`config.mk`:
```
export PLATFORM = sky130hd
export DESIGN_NAME = mips_trace_buffer
export DESIGN_NICKNAME = d
export VERILOG_FILES = /design/src/rtl/mips_trace_pkg.sv /design/src/rtl/trace_ram.sv /design/src/rtl/mips_trace_buffer.sv
export SDC_FILE = /design/constraint.sdc
export NUM_CORES = 1
export LEC_CHECK = 0
export CAP_MARGIN = 20
export CORE_ASPECT_RATIO = 0.6
export CORE_MARGIN = 3
export CORE_UTILIZATION = 35
export DETAILED_ROUTE_END_ITERATION = 10
export PLACE_DENSITY_LB_ADDON = 0.1
export SYNTH_ARGS = -nofsm -noshare
export SYNTH_HDL_FRONTEND = slang
export SYNTH_SLANG_ARGS = --single-unit
```
`constraint.sdc`:
```
create_clock -name clk -period 28.2 [get_ports clk]
set_input_delay 4.23 -clock clk [delete_from_list [all_inputs] [get_ports clk]]
set_output_delay 4.23 -clock clk [all_outputs]
set_load 0.01 [all_outputs]
```
`src/rtl/mips_trace_pkg.sv`:
```
// Shared types for the MIPS retirement-trace buffer.
// Capture modes, FSM states and the trace entry layout.
package mips_trace_pkg;

  localparam logic MODE_FILL = 1'b0;
  localparam logic MODE_TRIG = 1'b1;

  localparam int TRACE_W = 32;

  typedef enum logic [1:0] {
    IDLE,
    CAPTURE,
    POST,
    DONE
  } state_t;

  typedef struct packed {
    logic [TRACE_W-1:0] pc;
    logic [TRACE_W-1:0] instr;
    logic               wrEn;
    logic [4:0]         wrReg;
    logic [TRACE_W-1:0] wrData;
  } trace_entry_t;

endpackage

```
`src/rtl/trace_ram.sv`:
```
// Trace entry storage: flop array, one synchronous write port,
// one asynchronous read port, contents not reset.
module trace_ram #(
  parameter  int DEPTH = 16,
  parameter  int W     = 102,
  localparam int AW    = $clog2(DEPTH)
) (
  input  logic          clk,
  input  logic          we,
  input  logic [AW-1:0] wAddr,
  input  logic [W-1:0]  wData,
  input  logic [AW-1:0] rAddr,
  output logic [W-1:0]  rData
);

  logic [W-1:0] mem [DEPTH];

  // Store one entry per enabled cycle.
  always_ff @(posedge clk) begin
    if (we) mem[wAddr] <= wData;
  end

  assign rData = mem[rAddr];

endmodule

```
`src/rtl/mips_trace_buffer.sv`:
```
// Retirement-trace capture buffer: FILL or ring/PC-trigger capture,
// then oldest-first drain over a valid/ready port.
module mips_trace_buffer
  import mips_trace_pkg::*;
#(
  parameter int DATA_W    = 32,
  parameter int DEPTH     = 16,
  parameter int POST_TRIG = 8
) (
  input  logic                     clk,
  input  logic                     reset,
  input  logic                     cfg_mode,
  input  logic [DATA_W-1:0]        cfg_trig_pc,
  input  logic                     arm,
  input  logic                     commit_valid,
  input  logic [DATA_W-1:0]        commit_pc,
  input  logic [DATA_W-1:0]        commit_instr,
  input  logic                     commit_wr_en,
  input  logic [4:0]               commit_wr_reg,
  input  logic [DATA_W-1:0]        commit_wr_data,
  output logic                     out_valid,
  input  logic                     out_ready,
  output logic [DATA_W-1:0]        out_pc,
  output logic [DATA_W-1:0]        out_instr,
  output logic                     out_wr_en,
  output logic [4:0]               out_wr_reg,
  output logic [DATA_W-1:0]        out_wr_data,
  output logic [$clog2(DEPTH):0]   count,
  output logic                     triggered,
  output logic                     overflow,
  output logic                     done
);

  localparam int AW = $clog2(DEPTH);
  localparam int CW = AW + 1;
  localparam int EW = 3 * DATA_W + 6;

  state_t state, nextState;

  logic          mode;
  logic [AW-1:0] wrPtr, rdPtr, postLeft;
  logic [CW-1:0] cnt;
  logic          full, hit, store, pop;
  logic [EW-1:0] wEntry, rEntry;

  assign full  = cnt == CW'(DEPTH);
  assign hit   = commit_pc == cfg_trig_pc;
  assign store = commit_valid && !arm &&
                 (state == CAPTURE || state == POST);
  assign out_valid = state == DONE && cnt != '0;
  assign pop   = out_valid && out_ready && !arm;

  assign wEntry = {commit_pc, commit_instr, commit_wr_en,
                   commit_wr_reg, commit_wr_data};
  assign {out_pc, out_instr, out_wr_en,
          out_wr_reg, out_wr_data} = rEntry;

  assign count = cnt;
  assign done  = state == DONE;

  trace_ram #(
    .DEPTH (DEPTH),
    .W     (EW)
  ) uRam (
    .clk   (clk),
    .we    (store),
    .wAddr (wrPtr),
    .wData (wEntry),
    .rAddr (rdPtr),
    .rData (rEntry)
  );

  // State register.
  always_ff @(posedge clk) begin
    if (reset) state <= IDLE;
    else       state <= nextState;
  end

  // Next-state decode; arm restarts capture from any state.
  always_comb begin
    nextState = state;
    if (arm) begin
      nextState = CAPTURE;
    end else begin
      unique case (state)
        IDLE: nextState = IDLE;
        CAPTURE: begin
          if (commit_valid) begin
            if (mode == MODE_FILL) begin
              if (cnt == CW'(DEPTH - 1)) nextState = DONE;
            end else if (hit) begin
              nextState = (POST_TRIG == 0) ? DONE : POST;
            end
          end
        end
        POST: begin
          if (commit_valid && postLeft == AW'(1))
            nextState = DONE;
        end
        DONE: begin
          if (pop && cnt == CW'(1)) nextState = IDLE;
        end
        default: nextState = IDLE;
      endcase
    end
  end

  // Pointers, occupancy, post-trigger budget and sticky flags.
  always_ff @(posedge clk) begin
    if (reset || arm) begin
      wrPtr     <= '0;
      rdPtr     <= '0;
      cnt       <= '0;
      postLeft  <= '0;
      triggered <= 1'b0;
      overflow  <= 1'b0;
      mode      <= reset ? MODE_FILL : cfg_mode;
    end else begin
      if (store) begin
        wrPtr <= wrPtr + AW'(1);
        if (mode == MODE_TRIG && full) begin
          rdPtr    <= rdPtr + AW'(1);
          overflow <= 1'b1;
        end else begin
          cnt <= cnt + CW'(1);
        end
        if (state == CAPTURE && mode == MODE_TRIG && hit) begin
          triggered <= 1'b1;
          postLeft  <= AW'(POST_TRIG);
        end
        if (state == POST) postLeft <= postLeft - AW'(1);
      end
      if (pop) begin
        rdPtr <= rdPtr + AW'(1);
        cnt   <= cnt - CW'(1);
      end
    end
  end

endmodule
```
# After elaboration in Yosys (flattened, before gate mapping)
# Memories as Yosys holds them, arrays and structs flattened. A register that Yosys moved wholly into a read port is not among the register bits.
# Cells that the tools add are included.
op_classes:
  bitwise: 0
  eq_ne: 19
  shifts: 0
  reduce_logical: 26
  order_cmp: 0
  div: 0
  addsub: 5
  mux: 20
  mul: 0
ops:
  columns: ["cell", "n"]
  rows:
  - ["== test 32 bit", 1]
  - ["2-to-1 mux 4 bit", 7]
  - ["2-to-1 mux 5 bit", 3]
  - ["2-to-1 mux 2 bit", 6]
  - ["inequality test 3 bit, second input constant", 4]
  - ["logical AND 1 bit", 10]
  - ["AND reduction 2 bit", 5]
  - ["AND reduction 5 bit", 2]
  - ["adder 4 x 1 -> 4 bit, second input constant", 2]
  - ["inequality test 4 bit, second input constant", 2]
  - ["one-hot mux 2 bit (4 select lines)", 1]
  - ["inequality test 2 bit, second input constant", 3]
  - ["nonzero test 2 bit", 3]
  - ["adder 5 x 1 -> 5 bit, second input constant", 1]
  - ["== test 5 x 1 -> 1 bit, second input constant", 1]
  - ["== test 5 x 4 -> 1 bit, second input constant", 1]
  - ["== test 5 bit, second input constant", 1]
  - ["nonzero test 5 bit", 1]
  - ["subtractor 5 x 1 -> 5 bit, second input constant", 1]
  - ["== test 2 bit, second input constant", 2]
  - ["== test 4 x 1 -> 1 bit, second input constant", 1]
  - ["subtractor 4 x 1 -> 4 bit, second input constant", 1]
  - ["2-to-1 mux 1 bit", 3]
  - ["inequality test 3 x 2 -> 1 bit, second input constant", 1]
  - ["other kinds (6)", 7]
totals:
  register_bits: 22
  word_cells: 80
  ramBits: 1632
  inputBits: 140
  output_inout_bits: 111
  mem_bits_ro: 0
  n_memories: 1
  latch_bits: 0
mem_list:
  columns: ["memory", "depth", "word_bits", "rd", "rd_ports_with_merged_regs", "wr", "line_no", "source"]
  rows:
  - ["uRam.mem", 16, 102, 1, 1, 1, "trace_ram.sv:16", "logic [W-1:0] mem [DEPTH];"]

# Logic depth before layout (Yosys ltp)
# Gate-level depths: netlist of run 1.
logic_depth:
  depth_word: 8
  depth_mapped: 9
  mapped_depth_nobuf: 8

# Modules after synthesis
# Synthesis of run 1 repeated with hierarchy kept, for this count alone.
unflattened:
  hier_cells: 2692
  hier_area_um2: 62497.4
modules_own_cells:
  columns: ["module", "cells_per_inst", "area_each_um2", "n_inst", "seq_area_each_um2"]
  rows:
  - ["trace_ram", 2508, 60917.2, 1, 49007.0]
  - ["mips_trace_buffer", 184, 1580.3, 1, 450.4]

# Worst setup path before layout of run 1
# OpenSTA, ideal clock, no wires.
synth_path:
  path_kind: "input-to-reg"
  startpoint: "input commit_valid"
  endpoint: "memory uRam.mem[3][0] (enable)"
  cell_stages: 5
  path_slack_ns: 15.583
  arrival_time_ns: 11.929
  setup_time_ns: 0.687
  path_buffers: 1
  required_time_ns: 27.513
  path_cell_list: "nor2b_1 and2_1 clkbuf_1 nand2_1 nor3_1"
synth_between:
  elab_chain_len: 4
synth_lines:
  columns: ["element", "line_no", "source"]
  rows:
  - ["from (decl)", "mips_trace_buffer.sv:15", "input logic commit_valid,"]
  - ["logical AND 1 bit (2 in a row)", "mips_trace_buffer.sv:48", "assign store = commit_valid && !arm &&"]
  - ["2-to-1 mux 1 bit", "trace_ram.sv:20", "if (we) mem[wAddr] <= wData;"]
  - ["2-to-1 mux 1 bit (implied by the code)", "trace_ram.sv:20", null]
  - ["to (decl)", "trace_ram.sv:16", null]
# No other way between the ends.

==> impl_metrics.yaml, run 1 <==
power:
  leakagePower_nw: 21.6
  powerDensity_nw_per_um2: 67.3
  ir_drop_mv: 0.0395
grt:
  grt_pass1_vias: 29960
  grt_pass1_wl_um: 229000
  grt_start_max_net_pins: 131
  grt_overflow: 0
  grt_antenna_before_repair: 13
  grt_usage_pct: 17.2
clocking:
  cts_made_buffers: 166
  ctsResizeCount: 0
  clock_path_buffers: 4
  root_buffer: "clkbuf_16"
  clk_transition_reported_paths_ns: 0.06
  clock_sinks: 1658
  htreeDepth: 4
  post_cts_buffers: 0
  holdBufCountCts: 0
  cts_tree: "yes"
  clk_latency_ns: 0.80
floorplan:
  die_area_um2: 185000
  rows: 119
  io_pins: 251
  fp.dieH_um: 334
  core_area_um2: 177000
  die-width_um: 553
  initial_core_util_pct: 35.5
place:
  io_buffer_count: 250
  globalplace.congestion: 0.707
  hpwlAfterDp_um: 80500
worst_setup_path:
  reg2reg_depth: 9
  timing.critical_path.buf_inv: 5
  crit_path_end_kind: "primary output"
  max_stage_delay_ns: 0.83
  cp-endpoint: "out_instr[29]"
  path_cells: "buf_4 -> buf_4 -> buf_4 -> buf_4 -> mux4_2 -> mux4_2 -> clkdlybuf4s50_1"
  required_ns: 23.97
  start_kind: "flip-flop"
  reg2reg_slack_ns: 23.46
  critPathKind: "reg2out"
  crit_fanout: 47
  cp_num_cells: 7
  crit_slowest_cell: "buf_4"
  cp_data_arrival_time_ns: 6.23
  cp_top_family: "buffers and inverters"
  r2r-start: "state[0]"
  cp_common_cell: "buf_4"
  regToRegEndpoint: "uRam.mem[3][57]"
drt:
  vias: 27740
  drc: 0
  wl_per_cell_um: 29.9
  via_per_inst: 5.22
  drt-total-wl_um: 159000
  drt_iter0_drc: 2377
  first_pass_iters: 7
  ant_nets: 0
sta:
  finalSetupViolCount: 0
  worstMarginPinSlew_ns: 1.12
  clock.fmax_mhz: 95.6
  setup_tns_ns: 0
  final-hold-violation-count: 0
  rsz0062_at_grt: "false"
  drv_slew: 0
  finalClockSkew_ns: 0.0422
  fin_crit_ns: 10.46
  whs_ns: 0.450
  fin_crit_sh_pct: 37.1
  relSlewSlack_pct: 24.7
logic_synthesis:
  ys_ff_latch: 1658
  synthCells: 2471
  postSynthAreaPerCell_um2: 25.4
  synth_cell_types: 42
  mappedNetlistNets: 2626
  netlist_area_um2: 62800
  synth_edf_count: 1633
  synth_seq_area_share_pct: 78.8
  synth_async_sr_flop_share_pct: 0
  yosys_warnings: 0
  synth-main-ff-cell: "edfxtp_1"
finish:
  syn2layout_area_growth_pct: 16.9
  drive_gt1_share_pct: 27.4
  fin_nets: 2991
  final_cell_mix: "edfxtp_1 (1633), mux4_2 (510), clkdlybuf4s50_1 (250)"
  final_util_pct: 41.5
  layout_commonest_cell: "edfxtp_1"
  fillerInstances: 15132
worst_hold_path:
  hold_class: "reg2reg"
run:
  drv_cap: 0
outcome:
  status: "finished clean"
flip-flops by register name (all words and copies together), names as in the netlist, 2 cells and up, named ones only:
register / flops
count: 5
postLeft: 4
rdPtr: 4
state: 2
uRam.mem: 1632
wrPtr: 4
area by class of cell:
type	instances	area [um^2]	share of cell area [%]
well taps	2359	2950	4.02
diodes	5	12.5	0.0170
clock inverters	75	626	0.851
inverters	13	48.8	0.0664
flip-flops and latches	1658	49600	67.4
clock buffers	211	4400	5.98
repair buffers	315	3120	4.25
multi-input cells	682	12800	17.4
synth_stat cells (all sizes together), types with 2 or more instances:
cell type  count  area, um^2
nand2b         4        25.0
ha            15         188
and3           3        18.8
dfxtp         25         500
xor2           6        52.6
nand2         11        41.3
nor2b          4        25.0
inv           13        48.8
nor3           5        25.0
nor2          36         135
clkbuf        63         236
nor4           3        18.8
and2           3        18.8
a31oi          2        12.5
o21ai          4        20.0
mux4         510       11500
xnor2         35         307
a21oi          6        30.0
nand4         13        81.3
edfxtp      1633       49000
a41oi          2        17.5
buf           55         357
nand3          4        20.0
metrics by stage:
step                      power [mW]  area, um^2  setup slack [ns]  std cells
after floorplan                 2.82       62800             15.58       2471
after global placement          2.91       68300             17.49       5022
after detailed placement        2.92       68400             17.39       5024
after CTS                       5.02       73400             16.53       5310
after global routing            5.13       73500             17.07       5314
final                           4.95       73500             17.74       5318
worst min-delay path by stage:
stage,endpoint,slack (ns),start,cells after the start
after floorplan,postLeft[1],0.45,postLeft[1],2
after global placement,triggered,0.44,triggered,2
after detailed placement,triggered,0.44,triggered,2
after CTS,triggered,0.45,triggered,2
after global routing,triggered,0.48,triggered,2
final,triggered,0.45,triggered,2
worst reg2reg max path, cell delays in order (launching register included):
cell and delay [ns]:
dfxtp_1 0.38, inv_1 0.06, ha_1 0.34, nor2b_1 0.35
and2_1 0.41, nand2_1 0.34, nor3_2 0.19, buf_4 0.55
buf_4 0.80, buf_4 0.90
per-layer routing:
metal | routed length (um) | GRT usage, % | vias up | share of wire (%)
met5 | 31 | 0 | - | 0.019
met3 | 7600 | 3.36 | 196 | 4.8
met4 | 2520 | 3.21 | 6 | 1.6
li1 | - | - | 11500 | -
met2 | 77600 | 28.3 | 624 | 49
met1 | 71200 | 24.2 | 15414 | 45
logic make-up (layout without fill, tap and decap cells):
group	Yosys count	in the layout	share of synthesized area (%)
xor+xnor	41	41	0.571
mux	511	511	18.3
compound gates	25	25	0.271
fa+ha+maj	15	15	0.299
flops	1658	1658	78.8
other cells	0	5	0
simple gates	90	90	0.711
buf+inv	131	614	1.02
power breakdown:
part,switching (mW),internal [mW]
Clock,0.902,1.18
Sequential,0.00375,2.72
Combinational,0.0813,0.0579
Total,0.987,3.96
No activity file was read; power rests on OpenSTA's default activity.
==> run 2: changes to the inputs <==
==> constraint.sdc (replaced) <==
create_clock -name clk -period 9.7 [get_ports clk]
set_input_delay 1.455 -clock clk [delete_from_list [all_inputs] [get_ports clk]]
set_output_delay 1.455 -clock clk [all_outputs]
set_load 0.01 [all_outputs]
==> impl_metrics.yaml, run 2 (same netlist as run 1, synthesis figures left out) <==
sta:
  whs_ns: 0.472
  final-hold-violation-count: 0
  finalSetupViolCount: 0
  fin_crit_sh_pct: 61.7
  drv_slew: 0
  rsz0062_at_grt: "false"
  finalClockSkew_ns: 0.0580
  setup_tns_ns: 0
  worstMarginPinSlew_ns: 1.10
  clock.fmax_mhz: 167
  fin_ws_ns: 3.71
  fin_crit_ns: 5.99
  relSlewSlack_pct: 26.9
worst_hold_path:
  hold_path_depth: 2
  worstHoldStart: "triggered"
  hold_class: "reg2reg"
  min_to: "triggered"
finish:
  final_cell_mix: "edfxtp_1 (1633), mux4_2 (510), clkdlybuf4s50_1 (250)"
  fin_cells: 5298
  regMostFlops: "uRam.mem"
  drive_gt1_share_pct: 26.9
  fin_area_um2: 73400
  fin_nets: 2972
  final-seq-area_um2: 49600
  final_util_pct: 41.5
  largest_register_ffs: 1632
  syn2layout_area_growth_pct: 16.9
  layout_commonest_cell: "edfxtp_1"
  fillerInstances: 15216
  multi_input_area_um2: 12800
worst_setup_path:
  reg2reg_depth: 8
  required_ns: 8.25
  r2r-start: "state[0]"
  cp_data_arrival_time_ns: 4.53
  crit_fanout: 36
  regToRegEndpoint: "uRam.mem[3][66]"
  start_kind: "flip-flop"
  reg2reg_slack_ns: 5.67
  crit_path_end_kind: "primary output"
  critPathKind: "reg2out"
grt:
  grt_overflow: 0
  grt_usage_pct: 16.6
  grtUsageMet3_pct: 3.17
  grt_pass1_wl_um: 221000
  grt_pass1_vias: 29734
  grt_use_met2_pct: 27.5
  grt_antenna_before_repair: 15
  grt_start_max_net_pins: 149
  use_met1_pct: 23.0
  top_usage_layer: "met2"
place:
  hpwlAfterDp_um: 73600
  globalplace.congestion: 0.715
  place_ws_ns: 4.36
  place_inst: 5007
  placed_cell_area_um2: 68400
  io_buffer_count: 250
clocking:
  clk_transition_reported_paths_ns: 0.06
  post_cts_buffers: 0
  clock_sinks: 1658
  ctsResizeCount: 0
  cts_tree: "yes"
  htreeDepth: 4
  root_buffer: "clkbuf_16"
  clk_latency_ns: 0.81
  clock_path_buffers: 4
  cts_made_buffers: 167
  holdBufCountCts: 0
floorplan:
  core_area_um2: 177000
  io_pins: 251
  die_area_um2: 185000
  initial_core_util_pct: 35.5
  fp.dieH_um: 334
  rows: 119
  die-width_um: 553
power:
  finalPower_mw: 14.4
  leakagePower_nw: 21.5
  powerDensity_nw_per_um2: 196
  ir_drop_mv: 0.130
drt:
  drc: 0
  drt_iter0_drc: 2202
  wl_per_cell_um: 29.1
  drt-total-wl_um: 154000
  ant_nets: 0
  via_per_inst: 5.21
  vias: 27614
  first_pass_iters: 5
run:
  drv_cap: 0
outcome:
  status: "finished clean"
-- run 2: changes by cell type in the layout (fill, tap and decap cells not counted), sizes merged --
| cell | previous run | this run |
|---|---|---|
| buf | 65 | 45 |
| inv | 16 | 18 |
| clkinvlp | 6 | 3 |
| clkinv | 57 | 56 |
| diode | 5 | 7 |
-- run 2: critical path, cell delays in order, from the launching register on --
cell	delay (ns)
dfxtp_4	0.86
buf_4	0.64
buf_4	0.56
mux4_2	0.57
mux4_2	0.54
clkdlybuf4s50_1	0.51
-- run 2: power by group --
| part | total, mW | switching (mW) | internal, mW |
|---|---|---|---|
| clock | 6.05 | 2.61 | 3.43 |
| combinational | 0.404 | 0.234 | 0.170 |
| sequential | 7.92 | 0.0115 | 7.91 |
| total | 14.4 | 2.86 | 11.5 |
-- run 2: area by class of cell --
type | instances | area share (%)
Antenna cell | 7 | 0.0238
Sequential cell | 1658 | 67.5
Clock inverter | 73 | 0.835
Tap cell | 2359 | 4.02
Multi-Input combinational cell | 682 | 17.4
Timing Repair Buffer | 295 | 4.19
Clock buffer | 211 | 5.97
Inverter | 13 | 0.0664
-- run 2: layer usage --
metal / vias up / share of wire (%) / wire (um)
li1: 11462 / - / -
met1: 15285 / 44 / 67700
met2: 629 / 50 / 76400
met3: 228 / 4.5 / 6870
met4: 10 / 2.0 / 3100
met5: - / 0.045 / 70
-- run 2: how the worst max path moves through the flow --
| stage | from | end | cells after the start |
|---|---|---|---|
| 2_1_floorplan | commit_valid | uRam.mem[7][0] | 5 |
| 3_3_place_gp | flip-flop | out_instr[4] | 5 |
| 3_5_place_dp | flip-flop | out_instr[6] | 5 |
| 4_1_cts | flip-flop | out_instr[6] | 5 |
| 5_1_grt | flip-flop | out_instr[6] | 5 |
| 6_report | flip-flop | out_instr[4] | 5 |
